==> config.mk <==
export PLATFORM = sky130hd
export DESIGN_NAME = data_buffer_arbiter
export DESIGN_NICKNAME = d
export VERILOG_FILES = /design/src/rtl/data_buffer_arbiter.sv
export SDC_FILE = /design/constraint.sdc
export NUM_CORES = 1
export LEC_CHECK = 0
export BUFFER_PORTS_ARGS = -buffer_cell sky130_fd_sc_hd__buf_2
export CELL_PAD_IN_SITES_DETAIL_PLACEMENT = 1
export CELL_PAD_IN_SITES_GLOBAL_PLACEMENT = 1
export CORE_UTILIZATION = 35
export CTS_BUF_LIST = sky130_fd_sc_hd__clkbuf_2 sky130_fd_sc_hd__clkbuf_4 sky130_fd_sc_hd__clkbuf_8
export CTS_CLUSTER_DIAMETER = 100
export DETAILED_ROUTE_END_ITERATION = 10
export GPL_ROUTABILITY_DRIVEN = 0
export PLACE_DENSITY_LB_ADDON = 0.1
export SLEW_MARGIN = 10
export SYNTH_ARGS = -nofsm -noshare
export SYNTH_HDL_FRONTEND = slang
export SYNTH_SLANG_ARGS = --single-unit
export TNS_END_PERCENT = 1
==> constraint.sdc <==
create_clock -name clk -period 2.2 [get_ports clk]
set_input_delay 0.44 -clock clk [delete_from_list [all_inputs] [get_ports clk]]
set_output_delay 0.44 -clock clk [all_outputs]
set_load 0.02 [all_outputs]
==> src/rtl/data_buffer_arbiter.sv <==
`default_nettype none
// ============================================================================
//  Module      : data_buffer_arbiter
//  Description : Byte buffer in an external single-port SRAM, shared by an RX
//                writer, a TX reader and a host read/write port. One SRAM
//                access per transaction, with overflow/underflow signalling
//                and a flush. Optional macro BUF_RR_ARB_EN makes tx/host
//                alternate round-robin (otherwise fixed rx > tx > host).
//  Revision    : 1.0  initial release
// ============================================================================
module data_buffer_arbiter #(
    parameter int DEPTH  = 64,
    parameter int ADDR_W = 6
) (
    input  logic              clk,
    input  logic              rst,
    input  logic              flush,
    input  logic              rx_req,
    input  logic [7:0]        rx_wdata,
    input  logic              tx_req,
    input  logic              host_req,
    input  logic              host_we,
    input  logic [7:0]        host_wdata,
    output logic              rx_ack,
    output logic              tx_ack,
    output logic              host_ack,
    output logic [7:0]        rd_data,
    output logic [ADDR_W-1:0] mem_addr,
    output logic [7:0]        mem_wdata,
    output logic              mem_we,
    output logic              mem_re,
    input  logic [7:0]        mem_rdata,
    output logic [6:0]        buffer_occupancy,
    output logic              overflow,
    output logic              underflow,
    output logic              busy
);

    localparam logic [1:0] c_IDLE  = 2'd0;
    localparam logic [1:0] c_WRITE = 2'd1;
    localparam logic [1:0] c_READ  = 2'd2;
    localparam logic [1:0] c_RDATA = 2'd3;

    localparam logic [1:0] c_G_RX   = 2'd0;
    localparam logic [1:0] c_G_TX   = 2'd1;
    localparam logic [1:0] c_G_HOST = 2'd2;

    localparam logic [6:0]        c_FULL = 7'(DEPTH);
    localparam logic [ADDR_W-1:0] c_LAST = ADDR_W'(DEPTH - 1);

    logic [1:0]        r_state;
    logic [1:0]        r_grant;
    logic [7:0]        r_wdata;
    logic [ADDR_W-1:0] r_wr_ptr;
    logic [ADDR_W-1:0] r_rd_ptr;
    logic [6:0]        r_occ;
    logic [7:0]        r_rd_data;
    logic              r_rx_ack;
    logic              r_tx_ack;
    logic              r_host_ack;
    logic              r_overflow;
    logic              r_underflow;

    logic              w_idle_ready;
    logic              w_tx_first;
    logic              w_pick_rx;
    logic              w_pick_tx;
    logic              w_pick_host;
    logic [1:0]        w_grant;

`ifdef BUF_RR_ARB_EN
    // 1 = host won last, so tx goes next
    logic              r_last_grant;

    // Track the last tx/host winner for round-robin alternation
    always_ff @(posedge clk) begin
        if (rst) begin
            r_last_grant <= 1'b1;
        end else if (r_tx_ack) begin
            r_last_grant <= 1'b0;
        end else if (r_host_ack) begin
            r_last_grant <= 1'b1;
        end
    end
`endif

    // Combinational winner selection. Arbitration is held off in the cycle an
    // ack is visible, because the completed requester still holds its request
    // until it has seen that ack.
    always_comb begin
        w_idle_ready = (r_state == c_IDLE) && !(r_rx_ack || r_tx_ack || r_host_ack);
`ifdef BUF_RR_ARB_EN
        w_tx_first   = r_last_grant;
`else
        w_tx_first   = 1'b1;
`endif
        w_pick_rx    = rx_req;
        w_pick_tx    = !rx_req && tx_req && (!host_req || w_tx_first);
        w_pick_host  = !rx_req && host_req && !w_pick_tx;
        w_grant      = w_pick_rx ? c_G_RX : (w_pick_tx ? c_G_TX : c_G_HOST);
    end

    // SRAM strobes follow the state; a full buffer or a flush keeps the SRAM untouched
    assign mem_we    = (r_state == c_WRITE) && (r_occ != c_FULL) && !flush && !rst;
    assign mem_re    = (r_state == c_READ) && !flush && !rst;
    assign mem_addr  = (r_state == c_WRITE) ? r_wr_ptr : r_rd_ptr;
    assign mem_wdata = r_wdata;

    assign rx_ack           = r_rx_ack;
    assign tx_ack           = r_tx_ack;
    assign host_ack         = r_host_ack;
    assign rd_data          = r_rd_data;
    assign buffer_occupancy = r_occ;
    assign overflow         = r_overflow;
    assign underflow        = r_underflow;
    assign busy             = (r_state != c_IDLE);

    // Transaction state machine, pointers, occupancy and completion pulses
    always_ff @(posedge clk) begin
        if (rst) begin
            r_state     <= c_IDLE;
            r_grant     <= c_G_RX;
            r_wdata     <= 8'h00;
            r_wr_ptr    <= '0;
            r_rd_ptr    <= '0;
            r_occ       <= 7'd0;
            r_rd_data   <= 8'h00;
            r_rx_ack    <= 1'b0;
            r_tx_ack    <= 1'b0;
            r_host_ack  <= 1'b0;
            r_overflow  <= 1'b0;
            r_underflow <= 1'b0;
        end else begin
            r_rx_ack    <= 1'b0;
            r_tx_ack    <= 1'b0;
            r_host_ack  <= 1'b0;
            r_overflow  <= 1'b0;
            r_underflow <= 1'b0;
            if (flush) begin
                // Abort anything in flight without an ack; held requests re-arbitrate
                r_state  <= c_IDLE;
                r_wr_ptr <= '0;
                r_rd_ptr <= '0;
                r_occ    <= 7'd0;
            end else begin
                case (r_state)
                    c_IDLE: begin
                        if (w_idle_ready && (rx_req || tx_req || host_req)) begin
                            r_grant <= w_grant;
                            if (w_pick_rx) begin
                                r_wdata <= rx_wdata;
                                r_state <= c_WRITE;
                            end else if (w_pick_host && host_we) begin
                                r_wdata <= host_wdata;
                                r_state <= c_WRITE;
                            end else begin
                                // Empty buffer: skip the SRAM read entirely
                                r_state <= (r_occ == 7'd0) ? c_RDATA : c_READ;
                            end
                        end
                    end
                    c_WRITE: begin
                        if (r_occ == c_FULL) begin
                            r_overflow <= 1'b1;
                        end else begin
                            r_wr_ptr <= (r_wr_ptr == c_LAST) ? '0 : r_wr_ptr + 1'b1;
                            r_occ    <= r_occ + 7'd1;
                        end
                        r_rx_ack   <= (r_grant == c_G_RX);
                        r_host_ack <= (r_grant == c_G_HOST);
                        r_state    <= c_IDLE;
                    end
                    c_READ: begin
                        r_state <= c_RDATA;
                    end
                    c_RDATA: begin
                        if (r_occ == 7'd0) begin
                            r_underflow <= 1'b1;
                        end else begin
                            r_rd_data <= mem_rdata;
                            r_rd_ptr  <= (r_rd_ptr == c_LAST) ? '0 : r_rd_ptr + 1'b1;
                            r_occ     <= r_occ - 7'd1;
                        end
                        r_tx_ack   <= (r_grant == c_G_TX);
                        r_host_ack <= (r_grant == c_G_HOST);
                        r_state    <= c_IDLE;
                    end
                    default: begin
                        r_state <= c_IDLE;
                    end
                endcase
            end
        end
    end

endmodule
`default_nettype wire

## Word level (Yosys, flattened, before mapping)

Cells that the tools add are included.

- Output and inout bits: 37
- Input port bits: 31
- Register bits after elaboration: 44
- Latch bits: 0
- Memory bits (read-only): 0
- Memories kept: 0
- Logic and storage cells: 88
- RAM bits: 0

- $mul: 0
- Shifts and indexed selects: 0
- $add $sub $neg: 4
- Multiplexer cells: 17
- Bitwise logic cells: 6
- Magnitude comparators: 0
- Div/mod/pow operators: 0
- Reductions and logical operators: 37
- Equal/unequal tests: 12

Operators with widths:

| kind | count |
|---|---|
| $mux 6 | 3 |
| $mux 8 | 2 |
| $mux 7 | 2 |
| $pmux 7 s2 | 1 |
| $add 6x1->6 const B | 2 |
| $eq 6x6->1 const B | 2 |
| $logic_and 1x1->1 | 11 |
| $mux 2 | 5 |
| $reduce_and 3->1 | 3 |
| $reduce_or 3->1 | 3 |
| $add 7x1->7 const B | 1 |
| $eq 7x7->1 const B | 1 |
| $logic_not 7->1 | 1 |
| $ne 7x7->1 const B | 1 |
| $sub 7x1->7 const B | 1 |
| $eq 2x2->1 const B | 3 |
| $not 1->1 | 6 |
| $pmux 2 s3 | 1 |
| $reduce_bool 2->1 | 3 |
| $logic_not 1->1 | 5 |
| $eq 2x1->1 const B | 2 |
| $logic_not 2->1 | 2 |
| $logic_or 1x1->1 | 4 |
| $ne 2x2->1 const B | 2 |
| other kinds (5) | 9 |

## Depth between registers and ports, before layout

- Word-level depth: 9
- Gate-level depth with buffers: 8
- Mapped depth without buffers: 7

## Least setup slack after synthesis

No wires, ideal clock.

- Kind: register to register
- Start point: reg r_state[0]
- End point: reg r_occ[6], in the netlist buffer_occupancy[6]
- Stages on the path, launching flop included: 9
- Buffers on the path: 1
- Library setup time: 0.072 ns
- Path slack: 0.011 ns
- Data required time: 2.128 ns
- Arrival time: 2.117 ns
- Period minus slack after synthesis: 2.189 ns
- Cells stage by stage: dfxtp_1 > buf_2 > nand2_1 > xnor2_1 > ha_1 > or4_1 > or4_1 > a31oi_1 > mux2i_1

- Cells in the longest elaborated chain, start to end: 3
- Elaborated cells between the ends (all ways): 7
- Those cells by class: 4 x eq/ne; 1 x mux; 2 x reduce/logical

RTL lines:

| item | RTL line | RTL |
|---|---|---|
| start, declared | 51 | `logic [1:0] r_state;` |
| start signal, assigned | 121 | `r_state <= c_IDLE;` |
| start signal, assigned | 141 | `r_state <= c_IDLE;` |
| start signal, assigned | 152 | `r_state <= c_WRITE;` |
| $eq 2x2->1 / $eq 2x1->1 (equally long branches) | 146 | `case (r_state)` |
| $ne 2x2->1 (no line) / $reduce_bool 2->1 (equally long branches) | n/a |  |
| $reduce_and 3->1 (no line) | n/a |  |
| end signal, assigned | 167 | `r_occ <= r_occ + 7'd1;` |
| end signal, assigned | 182 | `r_occ <= r_occ - 7'd1;` |
| end, declared | 56 | `logic [6:0] r_occ;` |

Several ways; a longest one is shown, not always the timed one.
A chain may end at the register's enable or synchronous reset.

## Worst setup path after layout

- Start point: reg r_occ[1], in the netlist buffer_occupancy[1]
- End point: out mem_we

- Cells in the longest elaborated chain, start to end: 4

RTL lines:

| item | RTL line | RTL |
|---|---|---|
| $ne 7x7->1 | 104 | `assign mem_we = (r_state == c_WRITE) && (r_occ != c_FULL) && !flush && !rst;` |
| $logic_and 1x1->1 (3 in a row) | 104 |  |
| end, declared | 30 | `output logic mem_we,` |

No other way between the ends.

==> results.cfg <==
[clocking]
htreeDepth = 2
clock_latency_ns = 0.31
cts_tree = done
cts.clk_slew.worst_paths_ns = 0.09
postCtsHoldBufs = 0
cts_buffer_depth = 2
root_buffer = clkbuf_8
cts.sinks = 44
cts_made_buffers = 5

[floorplanning]
start_util = 0.373
rows = 28
die_w_um = 82.6
coreArea_um2 = 6100
dieArea_um2 = 6820
die_height_um = 82.6
ios = 68

[detailed_routing]
ant_nets = 0
num_vias = 2252
wl_um = 6310
drt_iter0_markers = 34
drcViolationCount = 0
wire_per_inst_um = 15.1
viasPerCell = 5.37
drt_first_pass_iters = 4

[sta]
hold_viol = 0
setup_tns_ns = 0
clock_skew_ns = 0.00930
fmax_mhz = 475
worstMarginPinSlew_ns = 0.483
fin_crit_ns = 2.10
maxSlewViolCount = 0
rsz0062_at_grt = no
setup_viol = 0
maxSlewHeadroom = 0.676
fin_crit_sh = 0.956

[worst_setup_path]
worstSetupPathType = flip-flop to output pin
crit_path_end_kind = output pin
worst_ep_required_time_ns = 1.76
arrival_ns = 1.66
worst_setup_path_start_kind = flip-flop
crit_fanout = 9

[run_status]
outcome = complete, no violations

[synth]
synthesis.nets = 303
async_reset_ff_frac = 0
yosysTopAreaCellShare = 0.387
synth-edff-count = 0
synth_common_cells = dfxtp_1 (44), nand2_1 (40), a21oi_1 (23)
synth_area_leaders = dfxtp_1 (39%), mux2i_1 (7.9%), nand2_1 (6.6%)
synthFlopType = dfxtp_1
synth.most_common_cell = dfxtp_1
syn_inst = 268
syn-cell-area_um2 = 2270
yosys.area.top_type = dfxtp_1
ys_ff_latch = 44
yosysSeqAreaShare = 0.387
yosysWarningCount = 0
avgSynthCellArea_um2 = 8.48
synth.distinct_cells = 46

[global_routing]
grt_use_total = 0.199
grt_max_degree = 21
grt_pass1_wl_um = 10200
grt.overflow.total = 0
grt_antenna_before_repair = 0
grt_pass1_vias = 2218

[power_and_ir_drop]
vdd_drop_max_uv = 316
power_uw = 1720
p_int_uw = 1250
power.switching_uw = 462
switching_share = 0.269
p_comb_frac = 0.138
p_leak_uw = 0.00127
seq_power_share = 0.482
powerDensity_nw_per_um2 = 599
p_clk_frac = 0.380

[cells_and_area]
final_util = 0.470
drive_gt1_frac = 0.317
diodes = 0
syn2layout_area_growth_pct = 26.1
fin_nets = 378

[min_path]
hold_class = input port to flip-flop

[placed_design]
dpl.hpwl_um = 4770
port_buffers = 67

[flow_run]
maxCapViolCount = 0
through the flow:
step           area [µm²]  cells  hold slack (ns)  setup slack, ns
4_1_cts              2860    419            0.350           0.0658
3_5_place_dp         2740    411            0.472            0.125
5_1_grt              2870    419            0.353          0.00351
3_3_place_gp         2740    411            0.465            0.191
6_report             2870    419            0.357           0.0965
2_1_floorplan        2270    268            0.433           0.0113
worst max-delay path, cell delays in order (launching register included):
cell and delay (ns):
dfxtp_1 0.34, buf_4 0.17, nor4_2 0.38, a31oi_2 0.15
and2_1 0.17, buf_2 0.15
kinds of logic (layout without fill, tap and decap cells):
| family | after synthesis | after routing | share of synthesized area |
|---|---|---|---|
| fa+ha+maj | 4 | 4 | 0.0220 |
| flops | 44 | 44 | 0.387 |
| buf+inv | 23 | 99 | 0.0534 |
| compound gates | 68 | 68 | 0.204 |
| xor+xnor | 5 | 5 | 0.0193 |
| mux | 19 | 19 | 0.0842 |
| simple gates | 105 | 105 | 0.229 |
what timing repair did:
action	CTS	global route
gates resized for setup	0	2
setup buffers	0	0
endpoints found under the setup margin	0	3
cell usage in the layout, fill, tap and decap left out, types with 2 or more instances in the layout:
master,instances
clkbuf_8,5
a31oi_2,2
dfxtp_1,44
or2_2,2
nand2_1,40
or4_4,2
buf_4,19
inv_1,4
a31o_2,3
or3_1,7
ha_1,4
nor3_1,9
xnor2_1,2
o21ai_0,7
and3_1,3
nand3_1,10
mux2i_1,18
o21ai_1,7
or4_1,2
buf_2,67
o211ai_1,2
nor2_1,19
a31oi_1,2
a21oi_1,23
a311oi_1,11
xor2_1,3
nor4_1,3
a41oi_1,2
and2_1,2
cell type report:
class,instances,area (µm²)
Fill cell,781,3230
Clock inverter,3,46.3
Sequential cell,44,881
Multi-Input combinational cell,201,1280
Inverter,5,18.8
Clock buffer,5,68.8
Timing Repair Buffer,86,478
Tap cell,75,93.8
power groups by stage:
stage	registers (µW)	clock network, µW	logic (µW)
after floorplan	862	0	131
after global placement	845	0	234
after detailed placement	846	0	237
after CTS	828	669	239
after global routing	830	705	261
final	827	653	236
layer usage:
metal	global-route usage	routed length, µm	up-vias
li1	-	-	1130
met1	0.229	2810	1063
met2	0.350	3110	52
met3	0.0495	315	7
met4	0.0793	78	0
met5	0	0	-
registers in the layout (all words and copies together) (netlist names):
signal and cells:
rx_ack 1, r_grant 2, tx_ack 1, host_ack 1, r_rd_ptr 6, r_wr_ptr 6, buffer_occupancy 7, r_state 2
rd_data 8, underflow 1, mem_wdata 8, overflow 1
final timing paths:
kind	start	to	slack (ns)	cells past startpoint
max	buffer_occupancy[1]$_SDFFE_PP0P_	mem_we	0.1	5
min reg2reg	rd_data[4]$_SDFFE_PP0P_	rd_data[4]$_SDFFE_PP0P_	0.49	2
min	mem_rdata[4]	rd_data[4]$_SDFFE_PP0P_	0.36	3
max reg2reg	r_state[0]$_SDFFE_PP0P_	buffer_occupancy[6]$_SDFFE_PP0P_	0.11	7
No activity file was read; power rests on OpenSTA's default activity.
